### config.mk
export PLATFORM = sky130hd
export DESIGN_NAME = reg_serializer
export DESIGN_NICKNAME = d
export VERILOG_FILES = /design/src/rtl/reg_serializer.sv
export SDC_FILE = /design/constraint.sdc
export NUM_CORES = 1
export LEC_CHECK = 0
export CAP_MARGIN = 20
export CORE_MARGIN = 5
export CORE_UTILIZATION = 35
export DETAILED_ROUTE_END_ITERATION = 10
export PLACE_DENSITY_LB_ADDON = 0.15
export SETUP_SLACK_MARGIN = 0.5
export SYNTH_ARGS = -nofsm -noshare
export SYNTH_HDL_FRONTEND = slang
export SYNTH_SLANG_ARGS = --single-unit
### constraint.sdc
create_clock -name clock -period 3.9 [get_ports clock]
set_clock_uncertainty 0.15 [all_clocks]
set_input_delay 0.585 -clock clock [delete_from_list [all_inputs] [get_ports clock]]
set_output_delay 0.585 -clock clock [all_outputs]
set_load 0.005 [all_outputs]
### src/rtl/reg_serializer.sv
// reg_serializer: parallel-load, valid/ready bit-serial transmitter.
// Emits a Size-bit word one bit per accepted transfer, then pulses done_o.
module reg_serializer #(
  parameter int Size     = 8,
  parameter bit MsbFirst = 1'b1
) (
  input  logic            clock,
  input  logic            reset,
  input  logic [Size-1:0] data_i,
  input  logic            writeEn,
  input  logic            ready_i,
  output logic            data_o,
  output logic            valid_o,
  output logic            last_o,
  output logic            busy_o,
  output logic            done_o
);

  localparam int CntW = (Size > 1) ? $clog2(Size) : 1;
  localparam int OutBit = MsbFirst ? Size - 1 : 0;
  localparam logic [CntW-1:0] CntMax = CntW'(Size - 1);

  typedef enum logic [1:0] {
    IDLE,
    SHIFT,
    DONE
  } state_t;

  state_t          state_q, state_d;
  logic [Size-1:0] sreg_q, sreg_d;
  logic [CntW-1:0] cnt_q, cnt_d;

  always_ff @(posedge clock) begin
    if (reset) begin
      state_q <= IDLE;
      sreg_q  <= '0;
      cnt_q   <= '0;
    end else begin
      state_q <= state_d;
      sreg_q  <= sreg_d;
      cnt_q   <= cnt_d;
    end
  end

  always_comb begin
    state_d = state_q;
    sreg_d  = sreg_q;
    cnt_d   = cnt_q;
    data_o  = 1'b0;
    valid_o = 1'b0;
    last_o  = 1'b0;
    busy_o  = 1'b0;
    done_o  = 1'b0;
    unique case (state_q)
      IDLE: begin
        if (writeEn) begin
          sreg_d  = data_i;
          cnt_d   = CntMax;
          state_d = SHIFT;
        end
      end
      SHIFT: begin
        valid_o = 1'b1;
        busy_o  = 1'b1;
        data_o  = sreg_q[OutBit];
        last_o  = (cnt_q == '0);
        // Shift only on an accepted transfer so the bit is stable under stall
        if (ready_i) begin
          if (cnt_q == '0) begin
            state_d = DONE;
          end else begin
            sreg_d = MsbFirst ? (sreg_q << 1) : (sreg_q >> 1);
            cnt_d  = cnt_q - 1'b1;
          end
        end
      end
      DONE: begin
        done_o  = 1'b1;
        busy_o  = 1'b1;
        state_d = IDLE;
      end
      default: begin
        state_d = IDLE;
      end
    endcase
  end

endmodule
* Word-level counts from Yosys, hierarchy flattened
Index checks and enable logic that the tools add are counted.
Cells by class: reductions and logical operators 6, multiply operators 0, equality and inequality tests 6, magnitude comparators 0, divide/modulo/power cells 0, $add $sub $neg 1, mux-type cells 17, shift operators 0, bitwise gates (word level) 0
Operators with widths (count):
- $mux 8 | 3
- $pmux 8 s2 | 1
- $mux 3 | 3
- $ne 2x2->1 const B | 4
- $mux 2 | 3
- $pmux 3 s2 | 1
- $mux 1 | 5
- $pmux 2 s2 | 1
- $reduce_and 4->1 | 1
- $logic_not 3->1 | 1
- $reduce_and 3->1 | 1
- $sub 3x1->3 const B | 1
- $eq 2x1->1 const B | 1
- $eq 2x2->1 const B | 1
- $logic_not 2->1 | 1
- $reduce_bool 2->1 | 1
- $reduce_or 2->1 | 1
Storage, ports and cells: flip-flop bits (word level) 13, bits of input ports 12, memories 0, logic and storage cells 33, bits in latches 0, ROM bits 0, output and inout port bits 5, memory bits (writable) 0

* Logic depth before layout (Yosys ltp)
depth after elaboration 4, gate-level depth with buffers 7, mapped depth without buffers 6

* Worst setup path after synthesis
OpenSTA, ideal clock, no wires.
kind register -> output, start point register state_q[1], end point output port last_o, slack 2.088 ns, arrival time 1.077 ns, cell stages (with the launch flop) 5, cell sequence dfxtp_1 -> inv_1 -> ha_1 -> buf_2 -> and2_1
On the way: cells in the longest elaborated chain, start to end 2
Ends and longest elaborated chain:
- from (decl) | line 29 | state_t state_q, state_d;
- from (signal assigned) | line 39 | state_q <= state_d;
- $eq 2x1->1 | line 54 | unique case (state_q)
- $mux 1 | line 54
- to (decl) | line 14 | output logic last_o,
No other way between the ends.

* Worst setup path in the final report
Same ends and word-level chain as after synthesis.

==> results by group <==
Outcome
  – Status: completed

Critical path
  – CP cell instances: inv_1 -> ha_1 -> and2_1 -> clkdlybuf4s50_1
  – Slowest CP cell: ha_1
  – Buf/Inv on CP: 2
  – Reg-to-Reg Start: state_q[1]$_SDFFE_PP0P_
  – CP Launch Type: register
  – Worst Path Class, Setup: reg2out
  – Critical Path Source: state_q[1]$_SDFFE_PP0P_
  – CP max FO: 15
  – Cell family with most CP delay: adder cells
  – WP data required: approximately 3.2 ns
  – Critical Path End Type: output port
  – Critical path's largest stage delay: roughly 0.6 ns
  – Arr. time, crit path: ~2 ns

Layout
  – Fill cells: 202
  – Share of cells above drive strength 1: 17.8%
  – Finished Layout Cells: ~120
  – Final #Nets: 108
  – Area Growth Syn to Fin: 26.1%
  – FF+latch area: 260 um2
  – ANT cells: 0
  – Footprint of the multi-input gates: roughly 450 um2

Synth
  – Top-count cell post-synth: dfxtp_1
  – Main combinational cell family by area after synthesis: compound AO/OA/AOI/OAI gates
  – Area share of the largest cell type after synthesis: between 30% and 40%
  – Post-synthesis net count: roughly 90
  – Ys Warns: 0
  – Simple-gate portion of the synthesized area: between 10% and 20%
  – Top cells by area, synth: dfxtp_1 (35%), a211oi_2 (12%), mux2i_1 (9.3%)
  – Library cells used by synthesis: 30
  – Post-synthesis mux area share: 9.30%
  – Synth cell count leaders: dfxtp_1 (13), a21oi_1 (11), a211oi_2 (7), mux2i_1 (7), ha_1 (5)
  – Area leader, netlist: dfxtp_1
  – Mapped Area: between 700 and 800 um2
  – Sequential area share after synthesis: between 30% and 40%
  – Number of flops mapped to enable cells by yosys: 0
  – Ys async rst share: 0%
  – Synth Instances: 74
  – Commonest register cell after synthesis: dfxtp_1
  – Post-synthesis adder-cell area fraction: 8.31%
  – Compound-Gate Fraction of Synth Area: just under 30%
  – XOR/XNOR Fraction of Synth Area: 0%
  – Mean Syn Cell Area: 10.2 um2
  – Flop and latch count out of synthesis: 13

Floorplanning
  – # rows: 16
  – Initial core utilization: 37.6%
  – Chip width: 56.4 um
  – Die extent in y: about 56 um
  – # IOs: 17
  – Die area: between 3000 and 4000 um2
  – Core area: around 2000 um2

GRT
  – First-pass GRT wire length: approximately 2700 um
  – GR Util All Layers: 11.0%
  – Vias in the first global route: 623
  – Global route overflow: 0
  – Largest net degree at the start of global routing: 16
  – Initial antenna violation count: 0

Placed design
  – Detailed Place HPWL: between 1000 and 1500 um
  – # port buffers: 16
  – Placer Congestion: roughly 0.8
  – Setup WS pre-CTS: between 1 and 1.5 ns
  – # placed instances: between 100 and 150

Clock network
  – Post-CTS Setup Repair Bufs: 0
  – CTS Buffer Depth: 2
  – CTS tree: yes
  – CTS hold repair buffers: 0
  – Clock root buffer: clkbuf_4
  – Post-CTS resize count: 0
  – Reg clk slew, reported paths: 0.08 ns
  – H-tree levels: 1
  – Clk_lat worst skew: roughly 0.28 ns
  – TritonCTS Sinks: 13
  – Num CTS Buffers: 3

Detailed routing
  – Routed vias/inst: 4.97
  – Routed Antenna Nets: 0
  – Vias: just under 600
  – Drt first pass iters: 4
  – DRT Wirelength: between 1000 and 1500 um
  – DR iter-0 viols: 6
  – Residual DRC: 0
  – DR WL/cell: between 10 and 15 um

Pwr
  – Pwr/cell area: roughly 440 nW/um2
  – P_leak: between 0.0003 and 0.0004 uW
  – Maximum VDD drop: about 0.25 mV
  – Pwr Total: 422 uW

Flow run
  – Max-cap violation count: 0

Timing
  – Setup TNS: 0 ns
  – Post-layout minimum cycle time: between 2 and 3 ns
  – Fin Hold WS: about 0.33 ns
  – Crit share post-route: approximately 70%
  – Setup WS post-layout: about 1.2 ns
  – Setup violations, final: 0
  – Fmax: approximately 360 MHz
  – Slew Limit Headroom: 54.7%
  – RSZ-0062 raised after global routing: no
  – Final hold vios: 0
  – Slew Viols, Final: 0
  – Worst-Margin Slew: between 0.6 and 0.7 ns

Min path
  – Min-delay src: cnt_q[1]$_SDFFE_PP0P_
  – HP Class: reg2reg
-- final cells by class --
| class | count | area share (%) |
|---|---|---|
| multi-input combinational | 53 | 47.8 |
| tap | 27 | 3.56 |
| clock buffer | 4 | 2.77 |
| timing repair buffer | 16 | 16.9 |
| inverter | 4 | 1.58 |
| sequential | 13 | 27.4 |
-- registers in the layout, summed over array words and instances, names as in the netlist --
register	flops
cnt_q	3
sreg_q	8
state_q	2
-- path summary, 6_finish.rpt --
check | end | slack, ns | cells past startpoint
worst max-delay path | last_o | 1.15 | 4
worst max register to register | sreg_q[6]$_SDFFE_PP0P_ | 1.80 | 6
worst min register to register | cnt_q[1]$_SDFFE_PP0P_ | 0.33 | 1
worst min-delay path | cnt_q[1]$_SDFFE_PP0P_ | 0.33 | 1
-- layout by cell type, fill, tap and decap left out --
cell	netlist	layout
nand3b_1	1	1
and2_4	1	1
and3_1	1	1
nor3_1	2	2
nor2b_2	1	1
nand2b_1	1	1
mux2i_1	7	7
dfxtp_1	13	13
nor2b_1	1	1
clkbuf_4	0	3
o21a_1	2	2
nand2_1	1	1
a211oi_2	7	7
nand2_2	1	1
nor2b_4	1	1
a311oi_1	1	1
a21oi_1	11	11
clkdlybuf4s50_1	0	16
and2_1	2	2
nor3_2	1	1
o21bai_4	1	1
o21ba_1	1	1
a31oi_1	1	1
ha_1	5	5
a221oi_1	1	1
a21boi_1	1	1
inv_1	4	4
nor2_1	1	1
clkbuf_1	1	1
-- layer usage --
metal	routed length [um]	GRT usage, %
met5	0	0
met4	13	3.05
met3	116	5.96
met2	691	18.0
met1	668	12.2
-- cell families after synthesis --
group | Yosys count
and+or+nand+nor | 15
buffers and inverters | 8
AOI/OAI and AO/OA | 26
adders and majority gates | 5
muxes | 7
DFF | 13
-- where the power goes --
part	total, uW	switching, uW	internal (uW)	leakage, uW
sequential	170	13.5	157	0.000108
clock	84.1	44.4	39.7	0.0000150
combinational	168	84.0	83.6	0.000231
total	422	142	280	0.000354
-- metrics by stage --
stage	util, %	area, um2
after floorplan	-	753
after global placement	46.1	923
after detailed placement	46.1	923
after CTS	47.4	950
after global routing	47.4	950
final	47.4	950
Power figures use the tool's default switching activity.
